==> src/rtl/seq_magnitude_comparator_pkg.sv <==
// ---------------------------------------------------------------------------
// seq_magnitude_comparator_pkg
// Shared definitions for the sequential magnitude comparator:
//   state_t   - FSM state encoding (S_IDLE = 0, S_COMPARE = 1)
//   idx_bits  - width of the digit index register, max(1, clog2(n))
// ---------------------------------------------------------------------------
package seq_magnitude_comparator_pkg;

    typedef enum logic {
        S_IDLE    = 1'b0,
        S_COMPARE = 1'b1
    } state_t;

    function automatic int idx_bits(input int n);
        return (n > 1) ? $clog2(n) : 1;
    endfunction

endpackage

==> src/rtl/seq_magnitude_comparator_compare_digit.sv <==
// ---------------------------------------------------------------------------
// compare_digit
// Purely combinational W-bit unsigned magnitude comparator.
// Ports:
//   a, b   in  W  digits to compare
//   eq     out 1  a == b
//   lt     out 1  a <  b
//   gt     out 1  a >  b
// ---------------------------------------------------------------------------
module compare_digit #(
    parameter int W = 4
) (
    input  logic [W-1:0] a,
    input  logic [W-1:0] b,
    output logic         eq,
    output logic         lt,
    output logic         gt
);

    assign eq = (a == b);
    assign lt = (a < b);
    assign gt = (a > b);

endmodule

==> src/rtl/seq_magnitude_comparator.sv <==
// ---------------------------------------------------------------------------
// seq_magnitude_comparator
// Multi-cycle magnitude comparator. Operands are latched on start and
// compared DIGIT bits per cycle, most significant digit first, stopping at
// the first differing digit. Signed mode flips the operand MSBs at capture so
// that two's-complement order becomes plain unsigned order.
// Ports:
//   clk          in  1      rising-edge clock
//   rst          in  1      asynchronous active-high reset
//   start        in  1      request strobe, accepted only in IDLE
//   signed_mode  in  1      1 = two's complement, 0 = unsigned
//   a, b         in  WIDTH  operands, sampled with start
//   busy         out 1      high while comparing
//   done         out 1      one-cycle pulse when eq/lt/gt become valid
//   eq, lt, gt   out 1      result flags, held until the next accepted start
//
// Handshake: a request is taken on any rising edge where start=1 and busy=0
// (including the cycle done is high). The result is then valid from the
// cycle done pulses until the next accepted request; while busy all flags
// read 0 and start is ignored.
// ---------------------------------------------------------------------------
module seq_magnitude_comparator
    import seq_magnitude_comparator_pkg::*;
#(
    parameter int WIDTH = 32,
    parameter int DIGIT = 4
) (
    input  logic             clk,
    input  logic             rst,
    input  logic             start,
    input  logic             signed_mode,
    input  logic [WIDTH-1:0] a,
    input  logic [WIDTH-1:0] b,
    output logic             busy,
    output logic             done,
    output logic             eq,
    output logic             lt,
    output logic             gt
);

    localparam int N  = WIDTH / DIGIT;
    localparam int IW = idx_bits(N);
    localparam logic [IW-1:0]    IDX_TOP  = IW'(N - 1);
    localparam logic [WIDTH-1:0] MSB_MASK = WIDTH'(1) << (WIDTH - 1);

    state_t           state, state_n;
    logic [WIDTH-1:0] op_a, op_a_n;
    logic [WIDTH-1:0] op_b, op_b_n;
    logic [IW-1:0]    idx, idx_n;
    logic             eq_n, lt_n, gt_n, done_n;

    logic [DIGIT-1:0] dig_a, dig_b;
    logic             dig_eq, dig_lt, dig_gt;

    // Current digit mux: constant part-selects keyed on the index.
    always_comb begin
        dig_a = '0;
        dig_b = '0;
        for (int i = 0; i < N; i++) begin
            if (idx == IW'(i)) begin
                dig_a = op_a[i*DIGIT +: DIGIT];
                dig_b = op_b[i*DIGIT +: DIGIT];
            end
        end
    end

    compare_digit #(.W(DIGIT)) u_compare_digit (
        .a  (dig_a),
        .b  (dig_b),
        .eq (dig_eq),
        .lt (dig_lt),
        .gt (dig_gt)
    );

    always_comb begin
        state_n = state;
        op_a_n  = op_a;
        op_b_n  = op_b;
        idx_n   = idx;
        eq_n    = eq;
        lt_n    = lt;
        gt_n    = gt;
        done_n  = 1'b0;
        case (state)
            S_IDLE: begin
                if (start) begin
                    op_a_n  = a ^ (signed_mode ? MSB_MASK : '0);
                    op_b_n  = b ^ (signed_mode ? MSB_MASK : '0);
                    idx_n   = IDX_TOP;
                    eq_n    = 1'b0;
                    lt_n    = 1'b0;
                    gt_n    = 1'b0;
                    state_n = S_COMPARE;
                end
            end
            S_COMPARE: begin
                if (!dig_eq) begin
                    lt_n    = dig_lt;
                    gt_n    = dig_gt;
                    done_n  = 1'b1;
                    state_n = S_IDLE;
                end else if (idx == '0) begin
                    eq_n    = 1'b1;
                    done_n  = 1'b1;
                    state_n = S_IDLE;
                end else begin
                    idx_n = idx - IW'(1);
                end
            end
            default: state_n = S_IDLE;
        endcase
    end

    always_ff @(posedge clk or posedge rst) begin
        if (rst) begin
            state <= S_IDLE;
            op_a  <= '0;
            op_b  <= '0;
            idx   <= '0;
            eq    <= 1'b0;
            lt    <= 1'b0;
            gt    <= 1'b0;
            done  <= 1'b0;
        end else begin
            state <= state_n;
            op_a  <= op_a_n;
            op_b  <= op_b_n;
            idx   <= idx_n;
            eq    <= eq_n;
            lt    <= lt_n;
            gt    <= gt_n;
            done  <= done_n;
        end
    end

    assign busy = (state == S_COMPARE);

endmodule

==> config.mk <==
export PLATFORM = sky130hd
export DESIGN_NAME = seq_magnitude_comparator
export DESIGN_NICKNAME = d
export VERILOG_FILES = /design/src/rtl/seq_magnitude_comparator_pkg.sv /design/src/rtl/seq_magnitude_comparator_compare_digit.sv /design/src/rtl/seq_magnitude_comparator.sv
export SDC_FILE = /design/constraint.sdc
export NUM_CORES = 1
export LEC_CHECK = 0
export ABC_CLOCK_PERIOD_IN_PS = 6700
export CAP_MARGIN = 20
export CORE_ASPECT_RATIO = 1.1
export CORE_MARGIN = 5
export CORE_UTILIZATION = 40
export DETAILED_ROUTE_END_ITERATION = 16
export PLACE_DENSITY = 0.7
export SYNTH_ARGS = -nofsm -noshare
export SYNTH_HDL_FRONTEND = slang
export SYNTH_HIERARCHICAL = 1
export SYNTH_SLANG_ARGS = --single-unit
==> constraint.sdc <==
create_clock -name clk -period 6.7 [get_ports clk]
set_input_delay 1.34 -clock clk [delete_from_list [all_inputs] [get_ports clk]]
set_output_delay 1.34 -clock clk [all_outputs]
set_load 0.005 [all_outputs]
==> flow_metrics.env, run 1 <==
export IMPL_n_antenna_cell=0
export IMPL_drt_wl_total_um=7930
export IMPL_fin_nets=437
export IMPL_status="finished clean"
export IMPL_die_w_um=99.9
export IMPL_cp_common_cell="ha_1"
export IMPL_ys_seq_elements=72
export IMPL_synth_cells_most_frequent="72 x dfrtp_1, 60 x mux2_2, 17 x a21oi_1"
export IMPL_post_dp_cell_area_um2=4310
export IMPL_clk_latency_ns=0.35
export IMPL_pin_count=73
export IMPL_max_stage_delay_ns=0.68
export IMPL_numCtsBuffers=9
export IMPL_synth_cell_types=38
export IMPL_ys_seq_area_frac=0.507
export IMPL_fin_skew_ns=0.00680
export IMPL_place_inst=463
export IMPL_fillers=791
export IMPL_worstPathArrival_ns=4.03
export IMPL_cts_sinks=72
export IMPL_ir_worst_vdd_uv=169
export IMPL_wl_per_cell_um=16.5
export IMPL_grt_antenna_before_repair=0
export IMPL_cts_resized=0
export IMPL_die_area_um2=10900
export IMPL_viasPerCell=5.34
export IMPL_worst_pin_slew_ns=1.00
export IMPL_critical_path_slowest_cell="ha_1"
export IMPL_p_total_w=0.00180
export IMPL_path_cells="inv_1, ha_1, nor2b_4, a221oi_1, nor3_1, o221a_2, ha_1, nand2_1, nor2_1, o21ai_1, or2_2, a31oi_1"
export IMPL_ant_nets=0
export IMPL_finalHoldViolCount=0
export IMPL_finalNonFillerCells=479
export IMPL_initial_core_util=0.405
export IMPL_synth_async_reset_ratio=1.00
export IMPL_fmax_ghz=0.266
export IMPL_ys_flop_type="dfrtp_1"
export IMPL_drtIter0Drc=119
export IMPL_hold_worst_slack_ns=0.512
export IMPL_grt_pass1_wl_um=13000
export IMPL_worstPathMaxFanout=20
export IMPL_die_y_um=109
export IMPL_cts_tree="done"
export IMPL_layout_drive_gt1_share=0.247
export IMPL_synth_most_common_cell="dfrtp_1"
export IMPL_crit_required_ns=6.98
export IMPL_yosysWarnings=6
export IMPL_grt_setup_unrepaired="false"
export IMPL_gp_congestion=0.786
export IMPL_setup_viol=0
export IMPL_clkTransAtPathRegs_ns=0.07
export IMPL_synth_fp_nets=374
export IMPL_h_tree_depth=3
export IMPL_synth_area_um2=3550
export IMPL_r2r_slack_ns=2.95
export IMPL_synth_avg_cell_area_um2=12.0
export IMPL_cp_start_kind="register"
export IMPL_drv_slew=0
export IMPL_clockBufferDepth=2
export IMPL_hold_buffers=0
export IMPL_p_leak_nw=1.83
export IMPL_grt_usage=0.155
export IMPL_path_class="register to register"
export IMPL_end_kind="register"
export IMPL_grt_max_degree=73
export IMPL_slew_headroom=0.330
export IMPL_stdcell_area_um2=4530
export IMPL_grt_ovfl_total=0
export IMPL_dr_total_vias=2558
export IMPL_p_per_area_nw_per_um2=398
export IMPL_synth_cells=297
export IMPL_cts_root_buffer="clkbuf_8"
export IMPL_hpwl_um=5570
export IMPL_fin_crit_ns=3.75
export IMPL_io_buffers=72
export IMPL_hold_class="register to register"
export IMPL_maxCapViolCount=0
export IMPL_drt_first_pass_iters=4
export IMPL_core_area_um2=8780
export IMPL_synth_top_area_frac=0.507
export IMPL_rows=36
export IMPL_synth_edf_count=0
export IMPL_grt_pass1_vias=2664
export IMPL_tns_ns=0
export IMPL_postCtsSetupBuffers=0
export IMPL_layout_worst_path_cycle_share=0.560
export IMPL_drc=0
export IMPL_areaGrowthSynthToFinish_pct=27.4
export IMPL_synthTopCellsByArea="dfrtp_1 51%, mux2_2 19%, ha_1 3.2%, a221oi_1 2.5%, a21oi_1 2.4%"
export IMPL_synth_largest_area_cell="dfrtp_1"
-- cell usage in the layout (no fill, tap or decap), types with 4 or more instances in the layout --
cell type	Yosys	routed
ha_1	9	9
inv_1	12	11
dfrtp_1	72	72
clkbuf_8	0	10
a21oi_1	17	17
a221oi_1	10	10
nor2b_1	13	12
nor2_1	11	11
a31oi_1	4	4
clkdlybuf4s50_1	0	72
mux2_2	60	60
nand2_1	15	15
o21ai_0	10	10
nor3_1	6	6
-- critical path, delay by kind of cell, from the launching register on --
kind                     cells  cell delay [ns]
buffers and inverters        1             0.13
AND/OR/NAND/NOR              5             1.09
AO/OA/AOI/OAI                4             1.02
adder cells (fa/ha/maj)      2             0.99
flip-flops                   1             0.43
-- power breakdown --
group          internal, W  switching (W)
logic             0.000385       0.000324
registers         0.000609       0.000110
clock network     0.000218       0.000159
total              0.00121       0.000592
-- registers in the layout (all words and copies together) (netlist names) --
| signal | cells |
|---|---|
| busy | 1 |
| done | 1 |
| eq | 1 |
| gt | 1 |
| idx | 3 |
| lt | 1 |
| op_a | 32 |
| op_b | 32 |
-- layer usage --
layer,vias to the layer above,part of all wire,wire (µm),GRT usage
met2,74,0.48,3820,0.243
li1,1197,-,-,-
met3,13,0.067,532,0.0537
met5,-,0,0,0
met4,0,0.018,141,0.0605
met1,1274,0.43,3430,0.196
-- worst paths after layout --
| kind | from | endpoint | depth (start not counted) |
|---|---|---|---|
| max | idx[1] | idx[1] | 12 |
| min | op_a[8] | op_a[8] | 1 |
| max reg2reg | idx[1] | idx[1] | 12 |
| min reg2reg | op_a[8] | op_a[8] | 1 |
| max in group asynchronous | rst | op_a[3] | 3 |
| min in group asynchronous | rst | op_b[3] | 3 |
-- metrics by stage --
stage,setup WS (ns),utilization
after global routing,2.64,0.515
after global placement,3.03,0.490
after detailed placement,3.00,0.490
after CTS,2.95,0.515
final,2.95,0.515
after floorplan,3.54,-
-- cell type report --
| type | instances | area (µm²) | area share |
|---|---|---|---|
| clock buffer | 10 | 138 | 0.0304 |
| clock inverter | 6 | 82.6 | 0.0182 |
| inverter | 12 | 45.0 | 0.00995 |
| multi-input combinational | 191 | 1580 | 0.349 |
| sequential | 72 | 1800 | 0.398 |
| tap | 114 | 143 | 0.0315 |
| timing repair buffer | 74 | 736 | 0.163 |
-- cell families (layout without fill, tap and decap cells) --
group / count (synthesis) / count (layout) / synth area share
multiplexers: 60 / 60 / 0.190
adder cells (fa/ha/maj): 9 / 9 / 0.0317
XOR/XNOR: 3 / 3 / 0.00740
flip-flops: 72 / 72 / 0.507
AND/OR/NAND/NOR: 56 / 56 / 0.0831
buffers and inverters: 34 / 102 / 0.0504
AO/OA/AOI/OAI: 63 / 63 / 0.130
(Power assumes the default switching activity.)
==> run 2, diff against run 1 <==
--- a/config.mk
+++ b/config.mk
@@ -5,13 +5,13 @@
 export SDC_FILE = /design/constraint.sdc
 export NUM_CORES = 1
 export LEC_CHECK = 0
-export ABC_CLOCK_PERIOD_IN_PS = 6700
+export ABC_CLOCK_PERIOD_IN_PS = 3050
 export CAP_MARGIN = 20
 export CORE_ASPECT_RATIO = 1.1
 export CORE_MARGIN = 5
 export CORE_UTILIZATION = 40
 export DETAILED_ROUTE_END_ITERATION = 16
-export PLACE_DENSITY = 0.7
+export PLACE_DENSITY = 0.72
 export SYNTH_ARGS = -nofsm -noshare
 export SYNTH_HDL_FRONTEND = slang
 export SYNTH_HIERARCHICAL = 1
==> constraint.sdc (replaced) <==
create_clock -name clk -period 3.05 [get_ports clk]
set_input_delay 0.61 -clock clk [delete_from_list [all_inputs] [get_ports clk]]
set_output_delay 0.61 -clock clk [all_outputs]
set_load 0.005 [all_outputs]
==> run 2 against run 1 <==
Compared with the run above: global-route usage is 0.14 points lower; largest cell class unchanged; critical path type unchanged; die area stayed put; register-to-register slack worse by 2.8 ns; highest routed layer unchanged; largest power group is now combinational logic; critical endpoint is now gt.
==> flow_metrics.env, run 2 (synthesis results as in run 1) <==
export IMPL_drtIter0Drc=86
export IMPL_r2r_cells=15
export IMPL_status="finished clean"
export IMPL_die_y_um=109
export IMPL_grt_usage=0.153
export IMPL_rows=36
export IMPL_reg_top3="op_a x32, op_b x32, idx x3"
export IMPL_stdcell_area_um2=4630
export IMPL_finalHoldViolCount=0
export IMPL_end_kind="register"
export IMPL_cts_tree="done"
export IMPL_path_class="register to register"
export IMPL_grt_pass1_wl_um=13000
export IMPL_io_buffers=72
export IMPL_post_dp_cell_area_um2=4400
export IMPL_hold_class="register to register"
export IMPL_wl_per_cell_um=16.2
export IMPL_fin_skew_ns=0.0107
export IMPL_reg2reg_from="idx[1]"
export IMPL_hpwl_um=5800
export IMPL_p_comb_frac=0.410
export IMPL_cp_start_kind="register"
export IMPL_die_w_um=99.9
export IMPL_clk_latency_ns=0.34
export IMPL_grt_ovfl_total=0
export IMPL_n_antenna_cell=0
export IMPL_swShare=0.337
export IMPL_hold_depth=1
export IMPL_fin_crit_ns=2.91
export IMPL_clockPowerShare=0.181
export IMPL_p_seq_frac=0.409
export IMPL_final_util=0.527
export IMPL_layout_drive_gt1_share=0.285
export IMPL_dr_total_vias=2535
export IMPL_drc=0
export IMPL_p_total_w=0.00396
export IMPL_drt_wl_total_um=7950
export IMPL_grt_pass1_vias=2593
export IMPL_place_inst=472
export IMPL_fmax_ghz=0.344
export IMPL_tns_ns=0
export IMPL_h_tree_depth=3
export IMPL_pin_count=73
export IMPL_rr_endpoint="gt"
export IMPL_cp_startpoint="idx[1]"
export IMPL_setup_viol=0
export IMPL_crit_required_ns=3.28
export IMPL_slew_headroom=0.592
export IMPL_gp_congestion=0.865
export IMPL_clockBufferDepth=2
export IMPL_drv_slew=0
export IMPL_hold_buffers=0
export IMPL_numCtsBuffers=9
export IMPL_viasPerCell=5.17
export IMPL_cts_root_buffer="clkbuf_8"
export IMPL_areaGrowthSynthToFinish_pct=30.2
export IMPL_clkTransAtPathRegs_ns=0.08
export IMPL_p_int_w=0.00263
export IMPL_worst_pin_slew_ns=0.611
export IMPL_p_per_area_nw_per_um2=857
export IMPL_p_leak_nw=1.88
export IMPL_ir_worst_vdd_uv=347
export IMPL_r2r_slack_ns=0.14
export IMPL_initial_core_util=0.405
export IMPL_die_area_um2=10900
export IMPL_layout_worst_path_cycle_share=0.953
export IMPL_worstPathArrival_ns=3.13
export IMPL_drt_first_pass_iters=4
export IMPL_core_area_um2=8780
export IMPL_fillers=763
export IMPL_worstPathMaxFanout=8
export IMPL_grt_antenna_before_repair=0
export IMPL_layout_common_cells="72 x clkdlybuf4s50_1, 70 x dfrtp_1, 60 x mux2_2, 17 x a21oi_1, 15 x nand2_1"
export IMPL_layout_commonest_cell="clkdlybuf4s50_1"
export IMPL_p_switching_w=0.00133
export IMPL_crit_end="gt"
export IMPL_cts_sinks=72
export IMPL_grt_max_degree=73
export IMPL_finalNonFillerCells=490
export IMPL_ant_nets=0
export IMPL_fin_nets=448
export IMPL_maxCapViolCount=0
==> run 2: worst min-delay path by stage <==
stage          startpoint       end  slack [ns]
6_report               lt        lt        0.51
5_1_grt          op_b[25]  op_b[25]        0.53
4_1_cts          op_b[24]  op_b[24]        0.51
3_5_place_dp     op_b[24]  op_b[24]        0.50
3_3_place_gp     op_b[24]  op_b[24]        0.49
2_1_floorplan    op_a[22]  op_a[22]        0.48
==> run 2: worst max-delay path, stage by stage, from the launching register on <==
cell and delay (ns):
dfrtp_2 0.41, inv_1 0.12, ha_1 0.22, nor2b_4 0.16
buf_4 0.15, a221oi_1 0.30, o32ai_1 0.17, a32o_1 0.22
inv_1 0.07, ha_1 0.24, nand2_1 0.10, nor2_2 0.05
buf_4 0.14, nor2_1 0.16, nor2_1 0.09, a22o_1 0.19
==> run 2: cell type report <==
class | instances | area [µm²] | area share
clock buffers | 10 | 128 | 0.0276
clock inverters | 6 | 60.1 | 0.0130
inverters | 12 | 45.0 | 0.00973
multi-input cells | 191 | 1600 | 0.347
flip-flops and latches | 72 | 1800 | 0.390
well taps | 114 | 143 | 0.0308
repair buffers | 85 | 843 | 0.182
==> run 2: repair_timing <==
action,4_1_cts,5_1_grt
setup buffers,0,2
resized for setup,0,8
setup endpoints to repair,0,7
==> run 2: per-stage QoR <==
step | hold slack (ns) | worst slack [ns]
global route | 0.533 | -0.0224
finish | 0.514 | 0.144
global placement | 0.492 | 0.250
CTS | 0.513 | 0.0525
detailed placement | 0.497 | 0.0965
floorplan | 0.480 | 0.183
==> run 2: power by group through the flow <==
stage / Clock, W / Combinational, W / Sequential, W
after global routing: 0.000772 / 0.00179 / 0.00167
after detailed placement: 0 / 0.00159 / 0.00163
after floorplan: 0 / 0.00124 / 0.00150
final: 0.000716 / 0.00163 / 0.00162
after global placement: 0 / 0.00154 / 0.00162
after CTS: 0.000732 / 0.00161 / 0.00161
==> run 2: layer usage <==
layer / share of wire / track usage
met1: 0.45 / 0.211
met2: 0.48 / 0.231
met3: 0.057 / 0.0345
met4: 0.013 / 0.0693
met5: 0 / 0
==> run 3, diff against run 2 <==
--- a/config.mk
+++ b/config.mk
@@ -5,13 +5,13 @@
 export SDC_FILE = /design/constraint.sdc
 export NUM_CORES = 1
 export LEC_CHECK = 0
-export ABC_CLOCK_PERIOD_IN_PS = 3050
 export CAP_MARGIN = 20
 export CORE_ASPECT_RATIO = 1.1
 export CORE_MARGIN = 5
 export CORE_UTILIZATION = 40
 export DETAILED_ROUTE_END_ITERATION = 16
 export PLACE_DENSITY = 0.72
+export SETUP_SLACK_MARGIN = 0.1
 export SYNTH_ARGS = -nofsm -noshare
 export SYNTH_HDL_FRONTEND = slang
 export SYNTH_HIERARCHICAL = 1
==> run 3 against run 2 <==
Compared with the run above: cell area is 0.62% higher; fmax rose by 3.7%; sequential share of layout area is 0.24 points lower; largest cell class unchanged; sequential power about the same; global-route usage increased by 0.15 points; combinational power about the same; worst hold slack about the same; clock-buffer cell count did not move; power up 0.80%; critical path type unchanged; critical endpoint unchanged; die area did not move; sequential cell count is the same; first-iteration DRC count up 17%.
==> flow_metrics.env, run 3 (synthesis results as in run 1) <==
export IMPL_status="finished clean"
export IMPL_die_area_um2=10900
export IMPL_cts_sinks=72
export IMPL_gp_congestion=0.865
export IMPL_p_seq_frac=0.406
export IMPL_grt_ovfl_total=0
export IMPL_fmax_ghz=0.357
export IMPL_dr_total_vias=2562
export IMPL_areaGrowthSynthToFinish_pct=31.0
export IMPL_place_inst=472
export IMPL_numCtsBuffers=9
export IMPL_path_cells="inv_2, ha_2, nor2b_2, a221oi_1, o32ai_1, a32o_1, ha_1, nand2_1, nor2_2, buf_4, nor2_1, nor2_1, a22o_1"
export IMPL_grt_pass1_vias=2611
export IMPL_p_int_w=0.00265
export IMPL_grt_max_degree=73
export IMPL_setup_viol=0
export IMPL_fin_nets=450
export IMPL_grt_setup_unrepaired="true"
export IMPL_cp_start_kind="register"
export IMPL_layout_worst_path_cycle_share=0.919
export IMPL_use_met3=0.0345
export IMPL_max_stage_delay_ns=0.46
export IMPL_clockPowerShare=0.180
export IMPL_die_y_um=109
export IMPL_hpwl_um=5800
export IMPL_p_switching_w=0.00135
export IMPL_hold_class="register to register"
export IMPL_cp_common_cell="nor2_1"
export IMPL_tns_ns=0
export IMPL_cts_root_buffer="clkbuf_8"
export IMPL_clockBufferDepth=2
export IMPL_use_met1=0.212
export IMPL_hold_buffers=0
export IMPL_swShare=0.338
export IMPL_grt_usage=0.155
export IMPL_finalHoldViolCount=0
export IMPL_worstPathArrival_ns=3.03
export IMPL_cp_top_family="compound AO/OA/AOI/OAI gates"
export IMPL_wl_per_cell_um=16.4
export IMPL_multi_input_area_um2=1630
export IMPL_drc=0
export IMPL_core_area_um2=8780
export IMPL_reg_top3="op_a x32, op_b x32, idx x3"
export IMPL_grt_busiest_layer="met2"
export IMPL_drtIter0Drc=101
export IMPL_pin_count=73
export IMPL_maxCapViolCount=0
export IMPL_hold_worst_slack_ns=0.514
export IMPL_end_kind="register"
export IMPL_worst_pin_slew_ns=0.610
export IMPL_p_per_area_nw_per_um2=858
export IMPL_p_leak_nw=1.88
export IMPL_die_w_um=99.9
export IMPL_cts_tree="done"
export IMPL_p_total_w=0.00400
export IMPL_worstPathMaxFanout=5
export IMPL_grt_pass1_wl_um=13100
export IMPL_viasPerCell=5.21
export IMPL_crit_buf_inv=2
export IMPL_r2r_slack_ns=0.25
export IMPL_clkTransAtPathRegs_ns=0.08
export IMPL_n_antenna_cell=0
export IMPL_critical_path_slowest_cell="dfrtp_2"
export IMPL_post_dp_cell_area_um2=4400
export IMPL_slew_headroom=0.593
export IMPL_layout_drive_gt1_share=0.294
export IMPL_drt_first_pass_iters=4
export IMPL_h_tree_depth=3
export IMPL_drt_wl_total_um=8060
export IMPL_clk_latency_ns=0.34
export IMPL_finalNonFillerCells=492
export IMPL_io_buffers=72
export IMPL_met2_usage=0.235
export IMPL_p_comb_frac=0.414
export IMPL_stdcell_area_um2=4660
export IMPL_fin_skew_ns=0.00991
export IMPL_ir_worst_vdd_uv=328
export IMPL_fin_crit_ns=2.80
export IMPL_layout_common_cells="72 x clkdlybuf4s50_1, 70 x dfrtp_1, 60 x mux2_2, 17 x a21oi_1, 15 x nand2_1"
export IMPL_path_class="register to register"
export IMPL_rows=36
export IMPL_seq_area_um2=1800
export IMPL_crit_required_ns=3.28
export IMPL_fillers=756
export IMPL_drv_slew=0
export IMPL_ant_nets=0
export IMPL_initial_core_util=0.405
export IMPL_layout_commonest_cell="clkdlybuf4s50_1"
export IMPL_grt_antenna_before_repair=0
run 3: power groups by stage:
stage	clock network (W)	logic [W]	registers, W
floorplan	0	0.00124	0.00150
finish	0.000718	0.00165	0.00162
global route	0.000772	0.00182	0.00167
detailed placement	0	0.00159	0.00163
global placement	0	0.00154	0.00162
CTS	0.000732	0.00161	0.00161
run 3: timing repair:
action	in CTS	in global routing
gates resized for setup	1	10
cloned	1	0
setup buffers	0	3
pin swaps	0	2
endpoints found under the setup margin	2	8
run 3: layer usage:
metal / share of wire / wire, µm
met4: 0.017 / 133
met5: 0 / 0
met3: 0.059 / 473
met1: 0.45 / 3650
met2: 0.47 / 3800
run 3: through the flow:
step | utilization | setup slack, ns
4_1_cts | 0.523 | 0.105
2_1_floorplan | - | 0.183
3_5_place_dp | 0.501 | 0.0965
5_1_grt | 0.530 | 0.0680
3_3_place_gp | 0.501 | 0.250
6_report | 0.530 | 0.247
run 3: final timing paths:
path,from,end,depth (start not counted)
setup reg to reg,idx[1],gt,13
hold reg to reg,op_b[24],op_b[24],1
hold / removal,op_b[24],op_b[24],1
max in group asynchronous,rst,idx[0],3
min in group asynchronous,rst,op_a[30],2
setup / recovery,idx[1],gt,13
run 3: layout make-up:
type	count	area share
Timing Repair Buffer	86	0.183
Sequential cell	72	0.388
Clock buffer	10	0.0274
Inverter	12	0.00967
Clock inverter	6	0.0129
Multi-Input combinational cell	192	0.349
Tap cell	114	0.0306
